`src/rtl/regbank16_16_pkg.sv`:
```
// Shared widths, FSM state type and byte-merge helper for the 16x16 register bank.
package regbank16_16_pkg;

  localparam int WORD_W = 16;
  localparam int SEL_W  = 4;
  localparam int NREGS  = 16;
  localparam int BE_W   = 2;

  typedef enum logic {
    IDLE  = 1'b0,
    CLEAR = 1'b1
  } state_e;

  // Byte lanes with their enable set take the new word; the rest keep the old one.
  function automatic logic [WORD_W-1:0] be_merge(input logic [WORD_W-1:0] old_w,
                                                 input logic [WORD_W-1:0] new_w,
                                                 input logic [BE_W-1:0]   be);
    be_merge = old_w;
    for (int b = 0; b < BE_W; b++) begin
      if (be[b]) be_merge[b*8 +: 8] = new_w[b*8 +: 8];
    end
  endfunction

endpackage

```
`src/rtl/regbank16_16_wdec.sv`:
```
// One-hot write decoder: selects the destination register for an accepted write.
module regbank16_16_wdec
  import regbank16_16_pkg::*;
#(
  parameter int ZERO_R0 = 0
) (
  input  logic             accept_i,
  input  logic [SEL_W-1:0] sel_i,
  output logic [NREGS-1:0] hit_o
);

  always_comb begin
    hit_o = '0;
    if (accept_i) hit_o[sel_i] = 1'b1;
    // A read-only R0 still completes the handshake; only the load is suppressed.
    if (ZERO_R0 != 0) hit_o[0] = 1'b0;
  end

endmodule

```
`src/rtl/regbank16_16.sv`:
```
// 16-word x 16-bit register bank with byte-enabled write port and sequenced clear-all sweep.
//   state | meaning
//   IDLE  | writes accepted, waiting for clr_req
//   CLEAR | one register reset per cycle, writes stalled
module regbank16_16
  import regbank16_16_pkg::*;
#(
  parameter logic [WORD_W-1:0] RESET_VAL = 16'h0000,
  parameter int                ZERO_R0   = 0
) (
  input  logic              clk_i,
  input  logic              rst_n_i,
  input  logic              wr_valid_i,
  output logic              wr_ready_o,
  input  logic [SEL_W-1:0]  wr_sel_i,
  input  logic [WORD_W-1:0] wr_data_i,
  input  logic [BE_W-1:0]   wr_be_i,
  input  logic              clr_req_i,
  output logic              busy_o,
  output logic              clr_done_o,
  output logic [WORD_W-1:0] r0_o,
  output logic [WORD_W-1:0] r1_o,
  output logic [WORD_W-1:0] r2_o,
  output logic [WORD_W-1:0] r3_o,
  output logic [WORD_W-1:0] r4_o,
  output logic [WORD_W-1:0] r5_o,
  output logic [WORD_W-1:0] r6_o,
  output logic [WORD_W-1:0] r7_o,
  output logic [WORD_W-1:0] r8_o,
  output logic [WORD_W-1:0] r9_o,
  output logic [WORD_W-1:0] r10_o,
  output logic [WORD_W-1:0] r11_o,
  output logic [WORD_W-1:0] r12_o,
  output logic [WORD_W-1:0] r13_o,
  output logic [WORD_W-1:0] r14_o,
  output logic [WORD_W-1:0] r15_o
);

  state_e                        state_q, state_d;
  logic [SEL_W-1:0]              clr_cnt_q, clr_cnt_d;
  logic                          clr_done_q, clr_done_d;
  logic [NREGS-1:0][WORD_W-1:0]  regs_q, regs_d;
  logic                          wr_accept;
  logic [NREGS-1:0]              wr_hit;

  assign wr_ready_o = (state_q == IDLE);
  assign wr_accept  = wr_valid_i & wr_ready_o;

  regbank16_16_wdec #(
    .ZERO_R0 (ZERO_R0)
  ) u_wdec (
    .accept_i (wr_accept),
    .sel_i    (wr_sel_i),
    .hit_o    (wr_hit)
  );

  always_comb begin
    state_d    = state_q;
    clr_cnt_d  = clr_cnt_q;
    clr_done_d = 1'b0;
    case (state_q)
      IDLE: begin
        if (clr_req_i) begin
          state_d   = CLEAR;
          clr_cnt_d = '0;
        end
      end
      CLEAR: begin
        clr_cnt_d = clr_cnt_q + 1'b1;
        if (clr_cnt_q == SEL_W'(NREGS - 1)) begin
          state_d    = IDLE;
          clr_done_d = 1'b1;
        end
      end
      default: state_d = IDLE;
    endcase
  end

  // Writes only land in IDLE and the sweep only runs in CLEAR, so the two never collide.
  always_comb begin
    regs_d = regs_q;
    for (int i = 0; i < NREGS; i++) begin
      if (wr_hit[i]) regs_d[i] = be_merge(regs_q[i], wr_data_i, wr_be_i);
    end
    if (state_q == CLEAR) regs_d[clr_cnt_q] = RESET_VAL;
    if (ZERO_R0 != 0) regs_d[0] = RESET_VAL;
  end

  always_ff @(posedge clk_i or negedge rst_n_i) begin
    if (!rst_n_i) begin
      state_q    <= IDLE;
      clr_cnt_q  <= '0;
      clr_done_q <= 1'b0;
      regs_q     <= {NREGS{RESET_VAL}};
    end else begin
      state_q    <= state_d;
      clr_cnt_q  <= clr_cnt_d;
      clr_done_q <= clr_done_d;
      regs_q     <= regs_d;
    end
  end

  assign busy_o     = (state_q == CLEAR);
  assign clr_done_o = clr_done_q;

  assign r0_o  = regs_q[0];
  assign r1_o  = regs_q[1];
  assign r2_o  = regs_q[2];
  assign r3_o  = regs_q[3];
  assign r4_o  = regs_q[4];
  assign r5_o  = regs_q[5];
  assign r6_o  = regs_q[6];
  assign r7_o  = regs_q[7];
  assign r8_o  = regs_q[8];
  assign r9_o  = regs_q[9];
  assign r10_o = regs_q[10];
  assign r11_o = regs_q[11];
  assign r12_o = regs_q[12];
  assign r13_o = regs_q[13];
  assign r14_o = regs_q[14];
  assign r15_o = regs_q[15];

endmodule
```
`config.mk`:
```
export PLATFORM = sky130hd
export DESIGN_NAME = regbank16_16
export DESIGN_NICKNAME = d
export VERILOG_FILES = /design/src/rtl/regbank16_16_pkg.sv /design/src/rtl/regbank16_16_wdec.sv /design/src/rtl/regbank16_16.sv
export SDC_FILE = /design/constraint.sdc
export NUM_CORES = 1
export LEC_CHECK = 0
export BUFFER_PORTS_ARGS = -buffer_cell sky130_fd_sc_hd__buf_2
export CORE_UTILIZATION = 40
export CTS_CLUSTER_DIAMETER = 30
export DETAILED_ROUTE_END_ITERATION = 12
export GPL_ROUTABILITY_DRIVEN = 0
export PLACE_DENSITY = 0.63
export SKIP_CTS_REPAIR_TIMING = 1
export SYNTH_ARGS = -nofsm -noshare
export SYNTH_HDL_FRONTEND = slang
export SYNTH_SLANG_ARGS = --single-unit
```
`constraint.sdc`:
```
create_clock -name clk_i -period 1.6 [get_ports clk_i]
set_clock_uncertainty 0.2 [all_clocks]
set_input_delay 0.24 -clock clk_i [delete_from_list [all_inputs] [get_ports clk_i]]
set_output_delay 0.24 -clock clk_i [all_outputs]
set_load 0.1 [all_outputs]
```
Yosys cells after proc, flatten, opt, wreduce, memory -nomap -nowiden
Index checks and enable logic that the tools add are counted.
- flip-flop bits (word level): 262
- input bits: 26
- output and inout bits: 259
- word-level logic and storage cells: 93
- add/subtract/negate cells: 1
- order comparisons: 4
- equality and inequality tests: 2
- muxes and demuxes: 61
- bitwise operators: 4
- reduce and logical (&&, ||, !) cells: 2
- operator list (operator ; count):
    16-bit two-way mux ; 18
    256-bit AND ; 1
    256-bit two-way mux ; 1
    8-bit two-way mux ; 32
    256-bit NOT ; 1
    16-bit demux with 4-bit select ; 1
    4-bit by 5-bit less-than comparator with 1-bit output (second input constant) ; 2
    4-bit by 1-bit >= comparator with 1-bit output (second input constant) ; 2
    4-bit case mux with 2 select lines ; 1
    1-bit two-way mux ; 5
    4-bit by 1-bit adder with 4-bit output (second input constant) ; 1
    1-bit demux with 4-bit select ; 1
    4-bit == test (second input constant) ; 1
    4-bit two-way mux ; 1
    1-bit logical AND ; 2
    2-bit by 1-bit != test with 1-bit output (second input constant) ; 1
    1-bit case mux with 2 select lines ; 1
    1-bit AND ; 1
    1-bit NOT ; 1

Logic depth before layout (Yosys ltp)
Gate-level depths: netlist of run 1.
- word-level depth: 8
- mapped depth: 7
- gate-level depth less buffers: 5

By module
From an unflattened synthesis of run 1, not the netlist that was laid out.
- cell total of the unflattened synthesis: 1244
- area, all modules: 11432.2 µm²
- by module, submodules not included (module ; times used ; cells each ; area each (µm²) ; seq. area each (µm²)):
    regbank16_16 ; 1 ; 1221 ; 11314.6 ; 6556.3
    regbank16_16_wdec ; 1 ; 23 ; 117.6 ; 0.0

Worst setup path before layout of run 1
No wires, ideal clock.
- kind: register to register
- start point: reg state_q, in the netlist busy_o
- end point: reg clr_cnt_q[0]
- setup time: 0.165 ns
- arrival time: 2.065 ns
- data required time: 1.235 ns
- path slack: -0.830 ns
- stages on the path, launching flop included: 5
- path buffers: 2
- period minus slack after synthesis: 2.430 ns
- cell sequence: dfrtp_1 > buf_4 > buf_2 > inv_1 > o21ai_0
- word-level cells in the longest chain between the ends: 2
- elaborated cells on any way between the ends: 3
- classes of those cells: eq/ne: 1; mux: 1; bitwise: 1
- ends and longest elaborated chain (element ; RTL line ; text):
    from (decl) ; regbank16_16.sv:39 ; state_e state_q, state_d;
    from (signal assigned) ; regbank16_16.sv:96 ; state_q <= state_d;
    1-bit NOT (*) ; - ;
    via wr_ready_o ; regbank16_16.sv:14 ; output logic wr_ready_o,
    4-bit case mux with 2 select lines or 2-bit by 1-bit != test with 1-bit output (tied branches) ; - ;
    to (signal assigned) ; regbank16_16.sv:97 ; clr_cnt_q <= clr_cnt_d;
    to (decl) ; regbank16_16.sv:40 ; logic [SEL_W-1:0] clr_cnt_q, clr_cnt_d;
Mark *: on every way through the listed nets, which the timed path passes. The rest lies on a longest branch.
A chain may end at the register's enable or synchronous reset.

==> results of run 1 <==
==> registers in the layout, summed over array words and instances, names as in the netlist <==
signal	cells
r12_o	16
r7_o	16
r15_o	16
r5_o	16
r4_o	16
r14_o	16
r0_o	16
r2_o	16
r13_o	16
busy_o	1
r6_o	16
r11_o	16
r10_o	16
r1_o	16
r3_o	16
clr_done_o	1
r8_o	16
clr_cnt_q	4
r9_o	16
==> how the worst max path moves through the flow <==
| stage | slack, ps | to | startpoint |
|---|---|---|---|
| 4_1_cts | -570 | wr_ready_o | busy_o |
| 3_3_place_gp | -160 | r13_o[1] | busy_o |
| 5_1_grt | -350 | wr_ready_o | busy_o |
| 6_report | -350 | r2_o[10] | busy_o |
| 2_1_floorplan | -390 | clr_cnt_q[0] | busy_o |
| 3_5_place_dp | -220 | r4_o[1] | busy_o |
==> power by group through the flow <==
| stage | combinational [mW] | clock, mW | sequential [mW] |
|---|---|---|---|
| floorplan | 3.47 | 0 | 25.0 |
| global placement | 22.5 | 0 | 10.2 |
| detailed placement | 22.7 | 0 | 10.2 |
| CTS | 22.7 | 13.2 | 10.2 |
| global route | 33.0 | 13.7 | 11.7 |
| finish | 32.4 | 13.3 | 11.6 |
==> placed cells by master (no fill, tap or decap), types with 27 or more instances in the layout <==
cell type,count
dfrtp_1,253
buf_4,132
nand2_1,246
buf_6,30
nand3_1,105
nand4_1,60
buf_12,295
o21ai_2,45
o21ai_1,188
nor2_4,27
nand3_2,80
clkbuf_16,80
==> cell usage after synthesis, types with 2 or more instances <==
| master | number | area share, % |
|---|---|---|
| nand4b_1 | 6 | 0.45 |
| o21ai_0 | 246 | 11 |
| nand4bb_2 | 2 | 0.28 |
| clkbuf_1 | 56 | 1.8 |
| buf_2 | 66 | 2.8 |
| buf_6 | 2 | 0.19 |
| and2_1 | 4 | 0.21 |
| o21ai_1 | 11 | 0.47 |
| nor2_2 | 4 | 0.21 |
| nor2_1 | 8 | 0.26 |
| a21oi_1 | 9 | 0.39 |
| dfrtp_1 | 262 | 56 |
| nand4_2 | 2 | 0.21 |
| nand4bb_1 | 4 | 0.39 |
| buf_1 | 5 | 0.16 |
| and4b_1 | 3 | 0.26 |
| and4bb_2 | 2 | 0.21 |
| nand2_1 | 252 | 8.1 |
| and3b_1 | 2 | 0.15 |
| nor3b_1 | 2 | 0.13 |
| nand4b_2 | 5 | 0.65 |
| buf_4 | 7 | 0.45 |
| nand4_1 | 60 | 3.2 |
| nand3b_4 | 2 | 0.34 |
| nor2_4 | 16 | 1.5 |
| inv_1 | 4 | 0.13 |
| ha_1 | 4 | 0.43 |
| nand3_1 | 201 | 8.6 |
==> worst register-to-register path, cell delays in order (launching register included) <==
cell and delay, ps:
dfrtp_4 500, buf_6 150, and3b_4 360, buf_6 160
clkbuf_16 170, nand4_1 120, o21ai_1 190
==> cell families after synthesis <==
kind of cell	Yosys count
and+or+nand+nor	581
AOI/OAI and AO/OA	268
DFF	262
buffers and inverters	142
adders and majority gates	4
xor gates and xnor gates	2
==> through the flow <==
stage / TNS (ps) / power [mW] / utilization (%) / setup WS (ps) / cell area, sq um
2_1_floorplan: -67480 / 28.50 / - / -391.2 / 11990
3_3_place_gp: -21460 / 32.69 / 50.40 / -159.1 / 14430
3_5_place_dp: -28990 / 32.90 / 50.40 / -216.3 / 14430
4_1_cts: -85410 / 46.08 / 58.03 / -567.7 / 16610
5_1_grt: -62000 / 58.44 / 80.53 / -354.6 / 23050
6_report: -48950 / 57.32 / 80.54 / -345.3 / 23050
==> metal layers <==
metal,track usage (%),vias to the layer above,part of all wire [%]
li1,-,5333,-
met1,38.53,6492,36
met2,41.60,1032,48
met3,6.288,251,10
met4,8.371,0,6.3
met5,0,-,0
==> area by class of cell <==
cell class / count / area [sq um]
Antenna cell: 2 / 5.005
Clock buffer: 78 / 1698
Clock inverter: 30 / 486.7
Fill cell: 1448 / 5570
Inverter: 5 / 25.02
Multi-Input combinational cell: 856 / 5451
Sequential cell: 262 / 6570
Tap cell: 384 / 480.5
Timing Repair Buffer: 536 / 8338
==> metrics.md, run 1 <==
| Metric | Value |
|---|---|
| CTS tree | done |
| Fmax achieved | 514.1 MHz |
| Compound-Gate Fraction of Synth Area | 11.56% |
| Sw Pwr | 27.79 mW |
| CP top delay family | flip-flops |
| Combinational Power Share | 56.5% |
| First-pass GRT wire length | 63.66 mm |
| Clock Latency Late Sink | 560 ps |
| CP max stage cell | dfrtp_4 |
| Fin crit share | 121.6% |
| Yosys warnings | 0 |
| Unrepaired setup endpoints after global routing | yes |
| Crit path max fanout | 7 |
| Hold Slack | -53.95 ps |
| Failing checks | negative hold slack, negative setup slack |
| Largest family of logic cells by synthesized area | simple AND/OR/NAND/NOR gates |
| # clock sinks | 262 |
| Levels on crit path | 6 |
| Max Cap Viol | 0 |
| Share of cells above drive strength 1 | 47.99% |
| Vias in the first global route | 10.75k |
| Initial Util | 40.65% |
| Layout Nets | 1749 |
| Critical Path Most Common Cell | buf_6 |
| Critical Path, Cell by Cell | buf_6 -> and3b_4 -> buf_6 -> clkbuf_16 -> nand4_1 -> o21ai_1 |
| Share of flip-flops with an asynchronous set or reset | 100.0% |
| Via Count | 13.11k |
| CTS Buf Count | 58 |
| Post-detail-place hpwl | 26.73 mm |
| Placed cell count | 1885 |
| Buf+Inv Stages, Crit Path | 3 |
| Sequential Power Share | 20.2% |
| Internal power | 29.53 mW |
| Worst hold path type | in -> async |
| Pins over their slew limit | 0 |
| Clock Power Share | 23.3% |
| PortBufs | 284 |
| Sw Share | 48.49% |
| Final worst path period need | 1945 ps |
| Syn Nets | 1289 |
| Die Y | 172.6 um |
| Pre-antenna DRT Iters | 6 |
| Critical path data required time | 1860 ps |
| Final worst setup slack | -345.3 ps |
| Synth Flop Type | dfrtp_1 |
| Setup crit start kind | register |
| Routed Antenna Nets | 0 |
| Adder-Cell Fraction of Synth Area | 0.4301% |
| Worst r2r src | busy_o |
| Post-Layout Cell Count | 2153 |
| Power per cell area | 2486 nW/um^2 |
| Core area | 28630 sq um |
| Setup violators final | 392 |
| Tightest Pin Transition | 767.0 ps |
| GRT overflow | 0 |
| Largest net degree at the start of global routing | 59 |
| Final Hold Violating Endpoints | 23 |
| Multiplexer share of the synthesized area | 0% |
| Worst r2r dst | r2_o[10] |
| # IOs | 285 |
| Post-synth cell types | 40 |
| Crit end category | register |
| Data arrival, critical path | 2200 ps |
| Register area share after synthesis | 56.34% |
| DRT Wirelength | 58.72 mm |
| P&R area growth vs syn | 98.11% |
| Max VDD drop | 1.526 mV |
| Max incr delay on CP | 500 ps |
| Post-synthesis xor/xnor area fraction | 0.1505% |
| Worst reg2reg path depth | 6 |
| Crit path kind | reg -> reg |
| H-Tree Depth | 2 |
| Average vias per placed instance | 6.088 |
| Antenna violations before repair | 3 |
| Status | finished with violations |
| CTS Buffer Depth | 3 |
| Num rows | 62 |
| Number of synthesized flops with an enable pin | 0 |
| R2R Setup Slk | -350 ps |
| Leakage | 9.830 nW |
| Tot GR Track Use | 27.26% |
| Mean Syn Cell Area | 9.243 sq um |
| Synth Register Bits | 262 |
| Die width | 172.6 um |
| Routed length per instance | 27.27 um |
| Cells after synthesis | 1259 |
| # DRC | 0 |
| Mapped cell area | 11640 sq um |
| Root Driver | clkbuf_16 |
| Simple-gate share of the synthesized area | 25.87% |
| DR iter-0 viols | 1633 |
| Reg clk slew, reported paths | 50 ps |
| Die footprint | 29780 sq um |
| Worst slew margin | 48.87% |
(Power assumes the default switching activity.)
==> inputs of run 2 (changes only) <==
--- a/config.mk
+++ b/config.mk
@@ -6,11 +6,12 @@
 export NUM_CORES = 1
 export LEC_CHECK = 0
 export BUFFER_PORTS_ARGS = -buffer_cell sky130_fd_sc_hd__buf_2
+export CORE_MARGIN = 10
 export CORE_UTILIZATION = 40
 export CTS_CLUSTER_DIAMETER = 30
 export DETAILED_ROUTE_END_ITERATION = 12
 export GPL_ROUTABILITY_DRIVEN = 0
-export PLACE_DENSITY = 0.63
+export PLACE_DENSITY = 0.61
 export SKIP_CTS_REPAIR_TIMING = 1
 export SYNTH_ARGS = -nofsm -noshare
 export SYNTH_HDL_FRONTEND = slang
==> constraint.sdc (replaced) <==
create_clock -name clk_i -period 2.4 [get_ports clk_i]
set_clock_uncertainty 0.2 [all_clocks]
set_input_delay 0.36 -clock clk_i [delete_from_list [all_inputs] [get_ports clk_i]]
set_output_delay 0.36 -clock clk_i [all_outputs]
set_load 0.1 [all_outputs]
==> run 2 against run 1 <==
Net effect:
- the flow now finishes without violations
- sequential cell count is the same
- final area shrank 33%
- cell count shrank 9.4%
- die area grew 22%
- worst setup slack gained 460 ps
- core utilization shrank 26 points
- clock-buffer cell count shrank 1
- first-iteration DRC count shrank 34%
- sequential share of layout area grew 14 points
- non-clock buffer count shrank 204
- via count shrank 17%
- critical path depth shrank 3
- highest routed layer is now met5
==> metrics.md, run 2 (synthesized netlist as in run 1, its figures left out) <==
| Metric | Value |
|---|---|
| Status | completed |
| Layout Nets | 1545 |
| Reg clk slew, reported paths | 40 ps |
| Final Hold Violating Endpoints | 0 |
| Worst slew margin | 56.02% |
| Most frequent cells in the layout | 281 x buf_2, 261 x dfrtp_1, 252 x nand2_1, 246 x o21ai_0, 201 x nand3_1 |
| Unrepaired setup endpoints after global routing | no |
| Setup violators final | 0 |
| Via Count | 10.90k |
| Fmax achieved | 437.2 MHz |
| Root Driver | clkbuf_16 |
| Commonest non-fill, non-tap cell in the layout | buf_2 |
| CTS Buf Count | 59 |
| H-Tree Depth | 2 |
| P&R area growth vs syn | 33.29% |
| Crit path kind | reg -> out |
| Share of cells above drive strength 1 | 30.56% |
| Average vias per placed instance | 5.590 |
| Largest net degree at the start of global routing | 70 |
| Routed length per instance | 22.67 um |
| PortBufs | 284 |
| Routed Antenna Nets | 0 |
| Pre-antenna DRT Iters | 5 |
| Critical path data required time | 1840 ps |
| Antenna violations before repair | 3 |
| Num rows | 62 |
| DRT Wirelength | 44.21 mm |
| Data arrival, critical path | 1730 ps |
| Die footprint | 36320 sq um |
| Crit path max fanout | 22 |
| Pins over their slew limit | 0 |
| # DRC | 0 |
| Crit end category | primary output |
| # IOs | 285 |
| Tightest Pin Transition | 659.7 ps |
| Final worst path period need | 2287 ps |
| Clock Latency Late Sink | 560 ps |
| Core area | 28700 sq um |
| # clock sinks | 262 |
| First-pass GRT wire length | 66.44 mm |
| Setup crit start kind | register |
| Die Y | 190.6 um |
| CTS Buffer Depth | 3 |
| DR iter-0 viols | 1075 |
| Initial Util | 40.54% |
| Post-detail-place hpwl | 28.54 mm |
| Fin crit share | 95.30% |
| Worst hold path type | in -> reg |
| GRT overflow | 0 |
| Finished Cell Area | 15510 sq um |
| Vias in the first global route | 10.69k |
| Die width | 190.6 um |
| Max Cap Viol | 0 |
| Tot GR Track Use | 23.42% |
| CTS tree | done |
| Area post-placement | 13350 sq um |
==> run 2: critical path: stages (launching register included) <==
cell        delay [ps]
dfrtp_2            440
buf_6              230
clkinvlp_4         170
clkbuf_4           320
==> run 2: metal layers <==
| metal | share of wire [%] | vias to the layer above | wire, um | GRT usage [%] |
|---|---|---|---|---|
| li1 | - | 4885 | - | - |
| met1 | 43 | 5415 | 19000 | 31.76 |
| met2 | 46 | 523 | 20220 | 35.96 |
| met3 | 9.0 | 75 | 3997 | 6.584 |
| met4 | 2.2 | 2 | 971 | 6.481 |
| met5 | 0.041 | - | 18 | 0 |
==> run 2: area by class of cell <==
type / instances / area, sq um
tap: 384 / 480.5
antenna: 2 / 5.005
clock inverter: 33 / 456.7
multi-input combinational: 855 / 4459
timing repair buffer: 332 / 1856
inverter: 5 / 22.52
fill: 2675 / 13190
clock buffer: 77 / 1674
sequential: 262 / 6558
==> run 2: final timing paths <==
check,start,to,slack (ps),cells after the start
setup / recovery,busy_o,wr_ready_o,110,3
hold / removal,wr_data_i[4],r5_o[4],130,3
setup reg to reg,busy_o,r1_o[14],400,3
hold reg to reg,r5_o[2],r5_o[2],320,2
max in group asynchronous,rst_n_i,r15_o[11],1090,3
min in group asynchronous,rst_n_i,r5_o[12],190,2
==> run 2: stage by stage <==
stage	setup TNS [ps]	util, %	std cells	setup WS, ps	hold WS, ps
after floorplan	0	-	1259	208.1	-135.6
after global placement	0	46.50	1836	386.5	167.4
after detailed placement	0	46.50	1836	356.0	167.5
after CTS	-39.15	53.92	1946	-31.89	-411.0
after global routing	0	54.03	1949	20.45	116.7
final	0	54.04	1950	112.7	126.9
Power of run 2 is left out: the tool's default activity adds up to more than one toggle a clock period on the data nets, which glitch-free logic cannot reach.
==> inputs of run 3 (changes only) <==
--- a/config.mk
+++ b/config.mk
@@ -5,8 +5,7 @@
 export SDC_FILE = /design/constraint.sdc
 export NUM_CORES = 1
 export LEC_CHECK = 0
-export BUFFER_PORTS_ARGS = -buffer_cell sky130_fd_sc_hd__buf_2
-export CORE_MARGIN = 10
+export BUFFER_PORTS_ARGS = -buffer_cell sky130_fd_sc_hd__buf_4
 export CORE_UTILIZATION = 40
 export CTS_CLUSTER_DIAMETER = 30
 export DETAILED_ROUTE_END_ITERATION = 12
==> run 3 against run 2 <==
Net effect:
- worst setup slack got worse by 29 ps
- core utilization increased by 1.8 points
- clock-buffer cell count decreased by 9
- first-iteration DRC count increased by 21%
- hold slack got worse by 99 ps
- sequential cell count unchanged
- critical path depth unchanged
- cell count decreased by 0.77%
- final area increased by 3.1%
- fmax decreased by 1.2%
==> metrics.md, run 3 (synthesized netlist as in run 1, its figures left out) <==
| Metric | Value |
|---|---|
| Die Y | 172.6 um |
| Vias in the first global route | 10.27k |
| Pre-antenna DRT Iters | 6 |
| Worst slew margin | 57.12% |
| Routed Antenna Nets | 0 |
| Setup crit start kind | register |
| H-Tree Depth | 2 |
| P&R area growth vs syn | 37.47% |
| First-pass GRT wire length | 63.36 mm |
| Clock Latency Late Sink | 550 ps |
| Die footprint | 29780 sq um |
| # DRC | 0 |
| Reg clk slew, reported paths | 50 ps |
| Hold_sp | wr_data_i[4] |
| Fmax achieved | 431.8 MHz |
| Via Count | 10.87k |
| Average vias per placed instance | 5.619 |
| Worst hold path type | in -> reg |
| Setup violators final | 0 |
| Routed length per instance | 21.55 um |
| PortBufs | 284 |
| DR iter-0 viols | 1303 |
| Tot GR Track Use | 27.39% |
| Max Cap Viol | 0 |
| Setup TNS after final layout | 0 ps |
| Final worst path period need | 2316 ps |
| Crit. Startpoint | busy_o |
| Initial Util | 40.65% |
| Layout Nets | 1535 |
| Crit path max fanout | 23 |
| Num rows | 62 |
| Most frequent cells in the layout | 318 x buf_4, 261 x dfrtp_1, 252 x nand2_1, 246 x o21ai_0, 201 x nand3_1 |
| Tightest Pin Transition | 640.8 ps |
| CTS tree | done |
| Crit end category | primary output |
| Crit path kind | reg -> out |
| Worst r2r src | clr_cnt_q[0] |
| Share of cells above drive strength 1 | 29.92% |
| Status | completed |
| # fillers | 2542 |
| Finished Cell Area | 16000 sq um |
| Antenna violations before repair | 0 |
| GRT overflow | 0 |
| # clock sinks | 262 |
| CTS Buf Count | 55 |
| Core area | 28630 sq um |
| Largest net degree at the start of global routing | 67 |
| Fin crit share | 96.49% |
| Area post-placement | 14020 sq um |
| Post-detail-place hpwl | 25.75 mm |
| DRT Wirelength | 41.70 mm |
| Root Driver | clkbuf_16 |
| Pins over their slew limit | 0 |
| Final Hold Violating Endpoints | 0 |
| Commonest non-fill, non-tap cell in the layout | buf_4 |
| Unrepaired setup endpoints after global routing | no |
| # IOs | 285 |
| Critical path data required time | 1840 ps |
| Die width | 172.6 um |
| Antenna Cells | 0 |
| Data arrival, critical path | 1760 ps |
| CTS Buffer Depth | 3 |
-- run 3: cell types whose count changed in the layout (fill, tap and decap cells not counted), moves of 2 or more --
cell,delta
buf_2,-281
diode_2,-2
clkbuf_16,-3
clkbuf_8,-7
buf_4,+277
clkbuf_4,-2
clkinv_2,+3
-- run 3: path summary, 6_finish.rpt --
path,end,slack (ps),cells after the start
worst min register to register,r5_o[4],320,2
max in group asynchronous,r8_o[6],1050,3
worst min-delay path,r5_o[4],30,3
min in group asynchronous,r1_o[0],170,2
worst max-delay path,wr_ready_o,80,3
worst max register to register,r11_o[8],370,4
-- run 3: layout make-up --
class / count / area (sq um) / area share, %
Clock inverter: 35 / 449.2 / 2.808
Tap cell: 384 / 480.5 / 3.003
Timing Repair Buffer: 326 / 2522 / 15.77
Sequential cell: 262 / 6558 / 40.99
Clock buffer: 68 / 1506 / 9.417
Multi-Input combinational cell: 855 / 4459 / 27.87
Inverter: 5 / 22.52 / 0.1408
-- run 3: per-layer routing --
metal  vias to the layer above  track usage (%)  wire length, um  share of wire [%]
met3                        65            5.211             3253                7.8
met4                         0            6.808              731                1.8
met2                       586            41.85            19290                 46
met1                      5346            40.02            18430                 44
li1                       4876                -                -                  -
met5                         -                0                0                  0
-- run 3: metrics by stage --
| step | utilization [%] | hold WS (ps) | worst slack, ps | instances |
|---|---|---|---|---|
| 6_report | 55.89 | 28.15 | 84.13 | 1935 |
| 5_1_grt | 55.89 | 32.17 | 7.076 | 1935 |
| 4_1_cts | 55.82 | -396.3 | 84.01 | 1933 |
| 3_5_place_dp | 48.99 | 165.2 | 392.1 | 1830 |
| 3_3_place_gp | 48.99 | 161.6 | 415.8 | 1830 |
| 2_1_floorplan | - | -135.6 | 208.1 | 1259 |
-- run 3: critical path: stages, from the launching register on --
cell and delay (ps):
dfrtp_2 440, buf_4 290, clkinvlp_4 200, buf_4 270
Power of run 3 is left out for the same reason.
